**config.mk**
```make
export PLATFORM = sky130hd
export DESIGN_NAME = sqrd_pivot_select
export DESIGN_NICKNAME = d
export VERILOG_FILES = /design/src/rtl/sqrd_pivot_select_pkg.sv /design/src/rtl/sqrd_pivot_select_pivot_argmin8.sv /design/src/rtl/sqrd_pivot_select.sv
export SDC_FILE = /design/constraint.sdc
export NUM_CORES = 1
export LEC_CHECK = 0
export BUFFER_PORTS_ARGS = -buffer_cell sky130_fd_sc_hd__buf_2
export CORE_ASPECT_RATIO = 0.75
export CORE_MARGIN = 4
export CORE_UTILIZATION = 38
export DETAILED_ROUTE_END_ITERATION = 10
export SYNTH_ARGS = -nofsm -noshare
export SYNTH_HDL_FRONTEND = slang
export SYNTH_HIERARCHICAL = 1
export SYNTH_SLANG_ARGS = --single-unit
```
**constraint.sdc**
```tcl
create_clock -name clk -period 8.2 [get_ports clk]
set_input_delay 0.41 -clock clk [delete_from_list [all_inputs] [get_ports clk]]
set_output_delay 0.41 -clock clk [all_outputs]
set_load 0.03 [all_outputs]
```
**src/rtl/sqrd_pivot_select_pkg.sv**
```systemverilog
// sqrd_pivot_select_pkg: shared constants, types and helpers for the sorted-QR pivot stage.
//
// Contents:
//   NCOL, IDX_WL, NORM_WL   column count, index width and norm width.
//   PERM_ID                 identity permutation; field i holds i.
//   LAST_STEP               index of the final explicit step (column 7 is implicit).
//   state_e                 pivot FSM states.
//   cand_t / cand_min       argmin tree node and its merge function.
//
// The shared width constants normally come from parameters.v. The defaults below apply only
// when that file has not already defined them.
//
// Optional feature: SQRD_NEG_CLAMP_EN (see sqrd_pivot_select.sv).

`ifndef COLNORM_WL
`define COLNORM_WL 16
`endif
`ifndef COLNORM_FWL
`define COLNORM_FWL 8
`endif
`ifndef WL
`define WL 16
`endif
`ifndef PIV_IDX_WL
`define PIV_IDX_WL 3
`endif
`ifndef PERM_ID
`define PERM_ID 24'hFAC688
`endif

package sqrd_pivot_select_pkg;

  localparam int unsigned NCOL    = 8;
  localparam int unsigned IDX_WL  = `PIV_IDX_WL;
  localparam int unsigned NORM_WL = `COLNORM_WL;

  localparam logic [NCOL*IDX_WL-1:0] PERM_ID   = `PERM_ID;
  localparam logic [IDX_WL-1:0]      LAST_STEP = 3'd6;

  typedef enum logic [1:0] {StIdle, StCmp, StOut} state_e;

  typedef struct packed {
    logic                      vld;
    logic signed [NORM_WL-1:0] val;
    logic [IDX_WL-1:0]         idx;
  } cand_t;

  // 'a' is always the lower-index operand, so picking 'a' on equality gives lowest-index ties.
  function automatic cand_t cand_min(input cand_t a, input cand_t b);
    if (a.vld && (!b.vld || ($signed(a.val) <= $signed(b.val)))) begin
      cand_min = a;
    end else begin
      cand_min = b;
    end
  endfunction

endpackage

```
**src/rtl/sqrd_pivot_select_pivot_argmin8.sv**
```systemverilog
// pivot_argmin8: combinational 8-input signed argmin with per-column eligibility mask.
//
// Ports:
//   norms    packed signed norms, column i at bits [NORM_WL*i +: NORM_WL]
//   mask     1 = column eligible for selection
//   min_idx  index of the smallest eligible norm; lowest index wins ties; 0 if none eligible
//
// Structure: three levels of pairwise merges (8 -> 4 -> 2 -> 1).

module pivot_argmin8
  import sqrd_pivot_select_pkg::*;
(
  input  logic [NCOL*NORM_WL-1:0] norms,
  input  logic [NCOL-1:0]         mask,
  output logic [IDX_WL-1:0]       min_idx
);

  cand_t lvl0 [NCOL];
  cand_t lvl1 [4];
  cand_t lvl2 [2];
  cand_t root;

  always_comb begin
    for (int i = 0; i < NCOL; i++) begin
      lvl0[i].vld = mask[i];
      lvl0[i].val = norms[NORM_WL*i +: NORM_WL];
      lvl0[i].idx = IDX_WL'(i);
    end
  end

  always_comb begin
    for (int i = 0; i < 4; i++) begin
      lvl1[i] = cand_min(lvl0[2*i], lvl0[2*i+1]);
    end
  end

  always_comb begin
    for (int i = 0; i < 2; i++) begin
      lvl2[i] = cand_min(lvl1[2*i], lvl1[2*i+1]);
    end
  end

  always_comb begin
    root    = cand_min(lvl2[0], lvl2[1]);
    min_idx = root.vld ? root.idx : '0;
  end

endmodule

```
**src/rtl/sqrd_pivot_select.sv**
```systemverilog
// sqrd_pivot_select: sorted-QR pivot stage for the real-valued 8x8 channel form.
//
// Picks the minimum-norm column among columns k..7, swaps its norm into position k and
// tracks the cumulative column permutation. One step per handshake, k = 0..6.
//
// Ports:
//   clk, rst_n      clock; asynchronous active-low reset
//   in_valid_i      colnorm_i valid
//   in_ready_o      high while idle
//   first_i         on accept: step 0 and identity permutation (frame start/abort)
//   colnorm_i       packed signed norms, column i at [NORM_WL*i +: NORM_WL]
//   out_valid_o     result valid, held until out_ready_i
//   out_ready_i     downstream accepts
//   pivot_idx_o     selected column (k..7)
//   step_o          step this result belongs to
//   last_o          high with step 6
//   colnorm_o       input norms with entries k and pivot swapped
//   perm_o          permutation after this step; field i = original column at position i
//
// Optional feature: define SQRD_NEG_CLAMP_EN to replace negative norms with zero before the
// compare and in colnorm_o.

module sqrd_pivot_select
  import sqrd_pivot_select_pkg::*;
(
  input  logic                        clk,
  input  logic                        rst_n,
  input  logic                        in_valid_i,
  output logic                        in_ready_o,
  input  logic                        first_i,
  input  logic [NCOL*`COLNORM_WL-1:0] colnorm_i,
  output logic                        out_valid_o,
  input  logic                        out_ready_i,
  output logic [IDX_WL-1:0]           pivot_idx_o,
  output logic [IDX_WL-1:0]           step_o,
  output logic                        last_o,
  output logic [NCOL*`COLNORM_WL-1:0] colnorm_o,
  output logic [NCOL*IDX_WL-1:0]      perm_o
);

  state_e state_q, state_d;

  logic [IDX_WL-1:0]       k_q, keff_q, piv_q, step_q, piv_w;
  logic                    last_q, ov_q;
  logic [NCOL*NORM_WL-1:0] norm_q, cn_q, norm_eff, cn_sw;
  logic [NCOL*IDX_WL-1:0]  perm_q, perm_sw;
  logic [NCOL-1:0]         mask;
  logic                    accept, out_hs;

  // State register.
  always_ff @(posedge clk or negedge rst_n) begin
    if (!rst_n) begin
      state_q <= StIdle;
    end else begin
      state_q <= state_d;
    end
  end

  // Next-state logic.
  always_comb begin
    state_d = state_q;
    unique case (state_q)
      StIdle:  if (accept) state_d = StCmp;
      StCmp:   state_d = StOut;
      StOut:   if (out_hs) state_d = StIdle;
      default: state_d = StIdle;
    endcase
  end

  // Output / handshake decode.
  always_comb begin
    in_ready_o  = (state_q == StIdle);
    accept      = in_valid_i & in_ready_o;
    out_hs      = (state_q == StOut) & ov_q & out_ready_i;
    out_valid_o = ov_q;
    pivot_idx_o = piv_q;
    step_o      = step_q;
    last_o      = last_q;
    colnorm_o   = cn_q;
    perm_o      = perm_q;
  end

  always_comb begin
    norm_eff = norm_q;
`ifdef SQRD_NEG_CLAMP_EN
    for (int i = 0; i < NCOL; i++) begin
      if (norm_q[NORM_WL*i+NORM_WL-1]) norm_eff[NORM_WL*i +: NORM_WL] = '0;
    end
`endif
  end

  // Columns already placed (index < keff) are never candidates.
  always_comb begin
    for (int i = 0; i < NCOL; i++) begin
      mask[i] = (IDX_WL'(i) >= keff_q);
    end
  end

  pivot_argmin8 u_argmin (
    .norms   (norm_eff),
    .mask    (mask),
    .min_idx (piv_w)
  );

  // When piv_w == keff_q both writes hit the same field with its own value: a no-op swap.
  always_comb begin
    cn_sw   = norm_eff;
    perm_sw = perm_q;
    cn_sw[NORM_WL*keff_q +: NORM_WL]  = norm_eff[NORM_WL*piv_w +: NORM_WL];
    cn_sw[NORM_WL*piv_w +: NORM_WL]   = norm_eff[NORM_WL*keff_q +: NORM_WL];
    perm_sw[IDX_WL*keff_q +: IDX_WL]  = perm_q[IDX_WL*piv_w +: IDX_WL];
    perm_sw[IDX_WL*piv_w +: IDX_WL]   = perm_q[IDX_WL*keff_q +: IDX_WL];
  end

  always_ff @(posedge clk or negedge rst_n) begin
    if (!rst_n) begin
      k_q    <= '0;
      keff_q <= '0;
      norm_q <= '0;
      perm_q <= PERM_ID;
      piv_q  <= '0;
      step_q <= '0;
      last_q <= 1'b0;
      cn_q   <= '0;
      ov_q   <= 1'b0;
    end else begin
      if (accept) begin
        norm_q <= colnorm_i;
        keff_q <= first_i ? '0 : k_q;
        if (first_i) perm_q <= PERM_ID;
      end
      if (state_q == StCmp) begin
        piv_q  <= piv_w;
        step_q <= keff_q;
        last_q <= (keff_q == LAST_STEP);
        cn_q   <= cn_sw;
        perm_q <= perm_sw;
        ov_q   <= 1'b1;
      end
      if (out_hs) begin
        ov_q <= 1'b0;
        if (last_q) begin
          k_q    <= '0;
          perm_q <= PERM_ID;
        end else begin
          k_q <= step_q + 1'b1;
        end
      end
    end
  end

endmodule

```
==> Yosys cells after proc, flatten, opt, wreduce, memory -nomap -nowiden <==
Index checks and enable logic that the tools add are counted.
{ "word_totals": {"reg_bits": 296, "out_inout_bits": 161, "word_cells": 100} }
{ "classes": {"addsub": 5, "n_mul": 2, "n_lt_le_gt_ge": 15, "n_eq_ne": 5, "shifts": 12, "mux": 24, "bitwise_logic": 3, "n_reduce_logical": 24} }
{ "ops": {"columns": ["op", "count"], "rows": [
  ["128-bit bitwise mux", 2],
  ["16-bit by 34-bit variable shift with 128-bit output (first input constant)", 2],
  ["128-bit by 8-bit indexed part select with 16-bit output", 2],
  ["16-bit by 34-bit indexed part select with 128-bit output", 2],
  ["20-bit 2-to-1 mux", 7],
  ["24-bit 2-to-1 mux", 5],
  ["16-bit less-or-equal comparator", 7],
  ["5-bit negator with 34-bit output", 2],
  ["7-bit negator with 34-bit output", 2],
  ["3-bit by 34-bit variable shift with 24-bit output (first input constant)", 2],
  ["3-bit by 34-bit indexed part select with 24-bit output", 2],
  ["24-bit bitwise mux", 2],
  ["24-bit by 6-bit indexed part select with 3-bit output", 2],
  ["3-bit >= comparator (first input constant)", 4],
  ["2-bit by 3-bit multiplier with 5-bit output (first input constant)", 2],
  ["3-bit 2-to-1 mux", 3],
  ["1-bit logical AND", 7],
  ["1-bit logical NOT", 7],
  ["1-bit logical OR", 7],
  ["1-bit by 3-bit >= comparator with 1-bit output (first input constant)", 2],
  ["2-bit by 3-bit >= comparator with 1-bit output (first input constant)", 2],
  ["2-bit case mux with 3 select lines", 1],
  ["2-bit 2-to-1 mux", 2],
  ["3-bit by 1-bit adder with 3-bit output (second input constant)", 1],
  ["10 further kinds", 13]
]} }

==> Logic depth before layout (Yosys ltp) <==
Gate-level depths: netlist of the first run.
{ "depth": {"word_depth": 22, "ltp_mapped": 45, "mapped_depth_nobuf": 34} }

==> Modules after synthesis <==
Netlist of the first run, hierarchy kept.
{ "modules_own_cells": {"columns": ["module", "n_inst", "cells_per_inst", "area_per_inst_um2"], "rows": [
  ["sqrd_pivot_select", 1, 1607, 16739.8],
  ["pivot_argmin8", 1, 596, 4421.7]
]} }

==> Least setup slack after synthesis of the first run <==
Ideal clock, no wire load.
{ "synth_timing": {"kind": "register to register", "startpoint": "reg keff_q[0]", "endpoint": "reg cn_q[83] (netlist: colnorm_o[83])", "setup_time_ps": 129, "arrival_ps": 8695, "required_time_ps": 8071, "slack_ps": -624, "stages_incl_launch_ff": 43, "synth_period_minus_slack_ps": 8824, "cell_sequence": "dfrtp_1 > buf_6 > buf_4 > buf_4 > inv_1 > ha_1 > ha_1 > buf_2 > nand2b_1 > or4b_1 > buf_2 > and3_4 > buf_2 > a21o_1 > ha_1 > and3_1 > a221o_1 > a31oi_1 > (+7 left out) > and3_1 > a211oi_1 > nor4b_1 > nor3_1 > a21oi_1 > a32o_1 > buf_6 > buf_4 > buf_4 > inv_1 > ha_1 > ha_1 > buf_2 > nand2b_1 > clkbuf_1 > nor3_1 > o31a_1 > nor3_1"} }
{ "synth_via": {"word_cells_on_any_way": 50, "cone_classes": "add/sub (2); order compare (11); shift (6); mux (10); reduce/logical (21)"} }
{ "synth_lines": {"columns": ["item", "line_no", "source"], "rows": [
  ["from (decl)", "sqrd_pivot_select.sv:43", "logic [IDX_WL-1:0] k_q, keff_q, piv_q, step_q, piv_w;"],
  ["from (signal assigned)", "sqrd_pivot_select.sv:129", "keff_q <= first_i ? '0 : k_q;"],
  ["1-bit by 3-bit >= comparator with 1-bit output *", "sqrd_pivot_select.sv:95", "mask[i] = (IDX_WL'(i) >= keff_q);"],
  ["net mask[0]", "sqrd_pivot_select.sv:47", "logic [NCOL-1:0] mask;"],
  ["1-bit logical AND", "sqrd_pivot_select_pkg.sv:50", "if (a.vld && (!b.vld || ($signed(a.val) <= $signed(b.val)))) begin"],
  ["20-bit 2-to-1 mux *", "sqrd_pivot_select_pkg.sv:50", null],
  ["16-bit less-or-equal comparator", "sqrd_pivot_select_pkg.sv:50", null],
  ["1-bit logical OR", "sqrd_pivot_select_pkg.sv:50", null],
  ["1-bit logical AND", "sqrd_pivot_select_pkg.sv:50", null],
  ["20-bit 2-to-1 mux *", "sqrd_pivot_select_pkg.sv:50", null],
  ["(+2 left out)", null, null],
  ["1-bit logical AND", "sqrd_pivot_select_pkg.sv:50", null],
  ["20-bit 2-to-1 mux *", "sqrd_pivot_select_pkg.sv:50", null],
  ["3-bit 2-to-1 mux *", "sqrd_pivot_select_pivot_argmin8.sv:45", "min_idx = root.vld ? root.idx : '0;"],
  ["net piv_w[2]", "sqrd_pivot_select.sv:43", null],
  ["128-bit by 8-bit indexed part select with 16-bit output", "sqrd_pivot_select.sv:109", "cn_sw[NORM_WL*keff_q +: NORM_WL] = norm_eff[NORM_WL*piv_w +: NORM_WL];"],
  ["16-bit by 34-bit indexed part select with 128-bit output", "sqrd_pivot_select.sv:109", null],
  ["128-bit bitwise mux", "sqrd_pivot_select.sv:109", null],
  ["128-bit bitwise mux *", "sqrd_pivot_select.sv:110", "cn_sw[NORM_WL*piv_w +: NORM_WL] = norm_eff[NORM_WL*keff_q +: NORM_WL];"],
  ["to (signal assigned)", "sqrd_pivot_select.sv:136", "cn_q <= cn_sw;"],
  ["to (decl)", "sqrd_pivot_select.sv:45", "logic [NCOL*NORM_WL-1:0] norm_q, cn_q, norm_eff, cn_sw;"]
]} }
Mark *: on every way through the listed nets, which the timed path passes. The rest lies on a longest branch.
A chain may end at the register's enable or synchronous reset.

==> Worst setup path after layout of the first run <==
{ "layout_timing": {"startpoint": "reg norm_q[71] (netlist: norm_eff[71])", "endpoint": "reg cn_q[52] (netlist: colnorm_o[52])"} }
{ "layout_via": {"elab_chain_len": 17, "word_cells_on_any_way": 22, "cone_classes": "add/sub (1); order compare (3); shift (5); mux (6); reduce/logical (7)"} }
{ "layout_rtl": {"columns": ["item", "line_no", "source"], "rows": [
  ["from (decl)", "sqrd_pivot_select.sv:45", null],
  ["from (signal assigned)", "sqrd_pivot_select.sv:128", "norm_q <= colnorm_i;"],
  ["16-bit less-or-equal comparator", "sqrd_pivot_select_pkg.sv:50", null],
  ["1-bit logical OR", "sqrd_pivot_select_pkg.sv:50", null],
  ["1-bit logical AND", "sqrd_pivot_select_pkg.sv:50", null],
  ["20-bit 2-to-1 mux *", "sqrd_pivot_select_pkg.sv:50", null],
  ["16-bit less-or-equal comparator", "sqrd_pivot_select_pkg.sv:50", null],
  ["1-bit logical OR", "sqrd_pivot_select_pkg.sv:50", null],
  ["1-bit logical AND", "sqrd_pivot_select_pkg.sv:50", null],
  ["20-bit 2-to-1 mux *", "sqrd_pivot_select_pkg.sv:50", null],
  ["(+2 left out)", null, null],
  ["1-bit logical AND", "sqrd_pivot_select_pkg.sv:50", null],
  ["20-bit 2-to-1 mux *", "sqrd_pivot_select_pkg.sv:50", null],
  ["3-bit 2-to-1 mux *", "sqrd_pivot_select_pivot_argmin8.sv:45", null],
  ["net piv_w[1]", "sqrd_pivot_select.sv:43", null],
  ["128-bit by 8-bit indexed part select with 16-bit output", "sqrd_pivot_select.sv:109", null],
  ["16-bit by 34-bit indexed part select with 128-bit output", "sqrd_pivot_select.sv:109", null],
  ["128-bit bitwise mux", "sqrd_pivot_select.sv:109", null],
  ["128-bit bitwise mux *", "sqrd_pivot_select.sv:110", null]
]} }
Marked as above.

==> reports/metrics.csv, run 1 <==
metric,value,unit
result of the run,finished clean,
via count of the first global-routing pass,21639,
residual DRC count,0,
number of DRC violations after detailed-routing iteration 0,3028,
grt ovf,0,
netlist area before placement,21160,um2
slew at the pin closest to its max-slew limit,1.342,ns
number of standard-cell rows in the floorplan,74,
htree depth,2,
count of cell types in the netlist,103,
register area,7427,um2
YS warnings,6,
synthesized area per cell,9.606,um2
final period utilization,99.02,%
top achievable clock speed,123.2,MHz
final setup vio count,0,
Period minus WS final,8.119,ns
classification of the worst setup path,flop to flop,
launch instance of the worst min-delay path,colnorm_i[47],
Placeable Area,54810,um2
endpoint with the worst hold slack,norm_eff[47],
Final Max Slew Viols,0,
worst slack at placement,-0.5200,ns
Rel. slew slack,10.25,%
post-layout util,51.89,%
number of clock sinks,296,
slowest cell on the critical path,sky130_fd_sc_hd__or4_1,
layout-stage area growth over the synthesis result,34.41,%
internal reg-to-reg setup slack,0.08,ns
total area of multi-input combinational cells,13810,um2
worst flop-to-flop path endpoint,colnorm_o[52],
post-DP HPWL,81.26,mm
fraction of synthesis flops using an asynchronous set or reset pin,100.0,%
Placed Cells,3450,
worst path required time,8.66,ns
effective utilization at floorplan,38.61,%
unrepaired setup endpoints after global routing,true,
total clock buffers created by CTS,36,
first-pass GRT wire length,152.8,mm
I/O pin cnt,294,
Hold/Removal Path Class,input port to flop,
Die Y,212.4,um
via total after detailed routing,22353,
antenna-violating nets left,0,
Layout Cells excl Fill,3539,
gate count of the mapped netlist,2203,
detailed-routing iteration count for the pre-antenna-repair pass,6,
crit path DAT,8.58,ns
fraction of final layout cells sized beyond drive strength 1,40.97,%
detailed-route wire length per cell,30.55,um
number of cell instances on the worst register-to-register path,35,
Port-buffer cells,293,
Placed Area,25740,um2
post-synthesis register bit count,296,
placer congestion estimate,1.036,
count of max-cap constraint violations,0,
"Net count, final",3046,
detailed-route wire length,108.1,mm
largest stage delay on the critical path,0.60,ns
Via density,6.316,
launching point of the worst reg2reg path,norm_eff[71],
Worst Setup Start Kind,flop,
setup clock skew after layout,0.01551,ns
number of cells traversed by the worst hold path,2,
critical path capture point type,flop,
Setup WS post-layout,0.08064,ns
number of antenna violations at the first check in global routing,4,
Worst Path Max Fanout,14,
CTS tree,yes,
area enclosed by the die boundary,59570,um2
cell area after layout,28440,um2
most frequent CP cell,sky130_fd_sc_hd__buf_6,
horizontal extent of the die,280.5,um
"most common cell after layout, fill and taps aside",sky130_fd_sc_hd__buf_4,
clk buf depth,3,
main flop type after synthesis,sky130_fd_sc_hd__dfrtp_1,
clock tree root driver cell,sky130_fd_sc_hd__clkbuf_16,
"EDFF count, synth",0,
# fillers,5021,
global router's overall resource usage,35.03,%
final number of hold-violating endpoints,0,
clock transition at the registers of the reported paths,0.07,ns
pin count of the biggest net entering global routing,140,
register area share after synthesis,35.07,%
"Clk Latency, worst-skew pair",0.56,ns
highest-count cells in the layout ignoring fill and taps,"sky130_fd_sc_hd__buf_4, sky130_fd_sc_hd__buf_2, sky130_fd_sc_hd__dfrtp_1, sky130_fd_sc_hd__nand2_1, sky130_fd_sc_hd__mux2_2",
## metal layers
metal / wire length, um / global-route usage [%]
met1: 44480 / 48.27
met2: 45430 / 51.05
met3: 11720 / 8.618
met4: 6487 / 18.34
met5: 12 / 0
## how the worst max path moves through the flow
stage	endpoint	cells past startpoint	from
final	colnorm_o[52]	35	norm_eff[71]
after global routing	colnorm_o[68]	37	norm_eff[71]
after CTS	colnorm_o[66]	38	norm_eff[95]
after detailed placement	colnorm_o[81]	35	norm_eff[90]
after floorplan	colnorm_o[96]	43	keff_q[0]
after global placement	colnorm_o[81]	35	norm_eff[90]
## cell usage after synthesis (all sizes together) (41+ instances only)
library cell,count,share of area [%]
a211oi,71,2.6
a21o,41,1.5
a21oi,100,2.4
a221oi,65,3.0
a22oi,53,1.9
a31oi,44,1.3
buf,92,2.9
clkbuf,45,0.80
dfrtp,284,34
ha,124,7.3
inv,122,2.2
mux2,159,8.5
mux2i,114,5.4
nand2,193,3.5
nand3,52,1.3
nor2,137,2.4
o21ai,126,3.0
## registers in the layout (all words and copies together) (netlist names)
signal	cells
colnorm_o	128
k_q	3
keff_q	3
last_o	1
norm_eff	128
out_valid_o	1
perm_o	24
pivot_idx_o	3
state_q	2
step_o	3
## worst max-delay path, delay by kind of cell, from the launching register on
kind / cells / cell delay (ns)
and+or+nand+nor: 8 / 2.45
AOI/OAI and AO/OA: 13 / 2.05
buffers and inverters: 7 / 1.21
adders and majority gates: 4 / 1.10
muxes: 3 / 0.80
DFF: 1 / 0.42
## per-stage QoR
step	hold slack, ns	setup TNS (ns)
final	0.08477	0
after global routing	0.07533	-1.902
after CTS	0.06302	-0.005128
after detailed placement	0.4793	-10.50
after global placement	0.4631	-1.260
after floorplan	0.1144	0
## layout make-up
| cell class | count | area share [%] |
|---|---|---|
| repair buffers | 683 | 16.29 |
| flip-flops and latches | 296 | 26.11 |
| diodes | 3 | 0.02639 |
| well taps | 722 | 3.176 |
| clock inverters | 13 | 0.6335 |
| multi-input cells | 1650 | 48.54 |
| inverters | 122 | 1.619 |
| clock buffers | 50 | 3.603 |
## kinds of logic (layout without fill, tap and decap cells)
| logic type | count (synthesis) | after routing | synth area share [%] |
|---|---|---|---|
| AOI/OAI and AO/OA | 651 | 651 | 21.88 |
| and+or+nand+nor | 574 | 574 | 13.40 |
| muxes | 297 | 297 | 16.43 |
| DFF | 296 | 296 | 35.07 |
| buffers and inverters | 259 | 868 | 5.824 |
| adders and majority gates | 124 | 124 | 7.332 |
| other | 1 | 6 | 0.01772 |
| xor gates and xnor gates | 1 | 1 | 0.04140 |
## timing repair
action                                 CTS  global route
resized for setup                       47           193
endpoints found under the hold margin   83             0
setup buffers                            4            17
hold buffers                             1             0
setup endpoints to repair              132           152
pin swaps                                3            49
cloned                                   2             0
Power of run 1 is not shown: default switching activity piles up to over one toggle a cycle in this logic, so the estimate is an artifact.
==> inputs of run 2 (changes only) <==
==> constraint.sdc (replaced) <==
create_clock -name clk -period 10.3 [get_ports clk]
set_input_delay 0.515 -clock clk [delete_from_list [all_inputs] [get_ports clk]]
set_output_delay 0.515 -clock clk [all_outputs]
set_load 0.03 [all_outputs]
==> reports/metrics.csv, run 2 (synthesized netlist as in run 1, its figures left out) <==
metric,value,unit,change
Placeable Area,54810,um2,unchanged
"Net count, final",2798,,was 3046
Rel. slew slack,12.78,%,was 10.25%
smallest hold slack,0.05545,ns,was 0.08477 ns
number of antenna violations at the first check in global routing,3,,was 4
antenna-violating nets left,0,,unchanged
layout-stage area growth over the synthesis result,18.94,%,was 34.41%
total clock buffers created by CTS,35,,was 36
via count of the first global-routing pass,20518,,was 21639
detailed-route wire length,105.0,mm,was 108.1 mm
via total after detailed routing,21361,,was 22353
CTS tree,yes,,unchanged
final period utilization,96.03,%,was 99.02%
clock tree root driver cell,sky130_fd_sc_hd__clkbuf_16,,unchanged
largest stage delay on the critical path,0.64,ns,was 0.60 ns
top achievable clock speed,101.1,MHz,was 123.2 MHz
Worst Path Max Fanout,17,,was 14
unrepaired setup endpoints after global routing,false,,was true
slowest cell on the critical path,sky130_fd_sc_hd__dfrtp_1,,was sky130_fd_sc_hd__or4_1
Worst Setup Start Kind,flop,,unchanged
clk buf depth,3,,unchanged
"Clk Latency, worst-skew pair",0.56,ns,about the same
final setup vio count,0,,unchanged
setup clock skew after layout,0.01969,ns,was 0.01551 ns
detailed-route wire length per cell,31.89,um,was 30.55 um
first-pass GRT wire length,147.8,mm,was 152.8 mm
global router's overall resource usage,34.08,%,was 35.03%
number of clock sinks,296,,unchanged
post-DP HPWL,77.69,mm,was 81.26 mm
buffers inserted by post-CTS timing repair,0,,was 4
I/O pin cnt,294,,unchanged
cell area after layout,25170,um2,was 28440 um2
placer congestion estimate,1.050,,was 1.036
fraction of final layout cells sized beyond drive strength 1,29.21,%,was 40.97%
classification of the worst setup path,flop to flop,,unchanged
count of max-cap constraint violations,0,,unchanged
result of the run,finished clean,,unchanged
Placed Area,23930,um2,was 25740 um2
final number of hold-violating endpoints,0,,unchanged
most frequent CP cell,sky130_fd_sc_hd__ha_1,,was sky130_fd_sc_hd__buf_6
Final Max Slew Viols,0,,unchanged
area enclosed by the die boundary,59570,um2,unchanged
Port-buffer cells,293,,unchanged
critical path capture point type,flop,,unchanged
residual DRC count,0,,unchanged
Via density,6.491,,was 6.316
"most common cell after layout, fill and taps aside",sky130_fd_sc_hd__buf_2,,was sky130_fd_sc_hd__buf_4
Period minus WS final,9.891,ns,was 8.119 ns
crit path DAT,10.35,ns,was 8.58 ns
number of standard-cell rows in the floorplan,74,,unchanged
horizontal extent of the die,280.5,um,unchanged
total negative slack,0,ns,unchanged
clock transition at the registers of the reported paths,0.07,ns,about the same
htree depth,2,,unchanged
detailed-routing iteration count for the pre-antenna-repair pass,6,,unchanged
worst path required time,10.76,ns,was 8.66 ns
Die Y,212.4,um,unchanged
pin count of the biggest net entering global routing,115,,was 140
effective utilization at floorplan,38.61,%,unchanged
Hold/Removal Path Class,input port to asynchronous set/reset pin,,was input port to flop
grt ovf,0,,unchanged
highest-count cells in the layout ignoring fill and taps,"sky130_fd_sc_hd__buf_2, sky130_fd_sc_hd__dfrtp_1, sky130_fd_sc_hd__nand2_1, sky130_fd_sc_hd__mux2_2, sky130_fd_sc_hd__buf_4",,"was sky130_fd_sc_hd__buf_4, sky130_fd_sc_hd__buf_2, sky130_fd_sc_hd__dfrtp_1, sky130_fd_sc_hd__nand2_1, sky130_fd_sc_hd__mux2_2"
slew at the pin closest to its max-slew limit,1.306,ns,was 1.342 ns
number of DRC violations after detailed-routing iteration 0,3040,,was 3028
==> run 2: area by class of cell <==
type | count | area (um2)
diodes | 1 | 2.502
clock buffers | 51 | 1007
clock inverters | 13 | 214.0
fillers | 5319 | 29640
inverters | 122 | 457.9
multi-input cells | 1650 | 12580
flip-flops and latches | 296 | 7428
well taps | 722 | 903.4
repair buffers | 436 | 2575
==> run 2: routing by layer <==
| metal | track usage (%) | wire [um] | part of all wire, % |
|---|---|---|---|
| met2 | 49.52 | 43400 | 41 |
| met1 | 47.89 | 43640 | 42 |
| met4 | 16.91 | 6219 | 5.9 |
| met5 | 0 | 22 | 0.021 |
| met3 | 7.663 | 11670 | 11 |
==> run 2: critical path, delay by kind of cell, from the launching register on <==
| family | cells | cell delay [ns] |
|---|---|---|
| multiplexers | 3 | 1.08 |
| adder cells (fa/ha/maj) | 5 | 1.59 |
| AND/OR/NAND/NOR | 14 | 3.99 |
| flip-flops | 1 | 0.64 |
| buffers and inverters | 4 | 0.78 |
| AO/OA/AOI/OAI | 8 | 1.68 |
==> run 2: worst paths after layout <==
path / to / startpoint / cells past startpoint / slack [ns]
min: norm_eff[6] / rst_n / 1 / 0.06
max reg2reg: colnorm_o[78] / norm_eff[127] / 34 / 0.41
max in group asynchronous: norm_eff[123] / rst_n / 3 / 7.89
max: colnorm_o[78] / norm_eff[127] / 34 / 0.41
min reg2reg: pivot_idx_o[1] / pivot_idx_o[1] / 2 / 0.47
min in group clk: norm_eff[116] / colnorm_i[116] / 2 / 0.19
==> run 2: timing repair <==
action / 4_1_cts / 5_1_grt
hold buffers: 0 / 0
endpoints found under the setup margin: 0 / 121
hold endpoints to repair: 0 / 0
gates resized for setup: 0 / 5
==> run 2: metrics by stage <==
step	instances	utilization, %	worst slack (ns)
finish	3291	45.92	0.4090
CTS	3290	45.88	0.1976
floorplan	2205	-	1.476
global route	3290	45.92	0.05698
detailed placement	3226	43.65	0.1837
global placement	3226	43.65	0.4253
Power of run 2 is left out for the same reason.
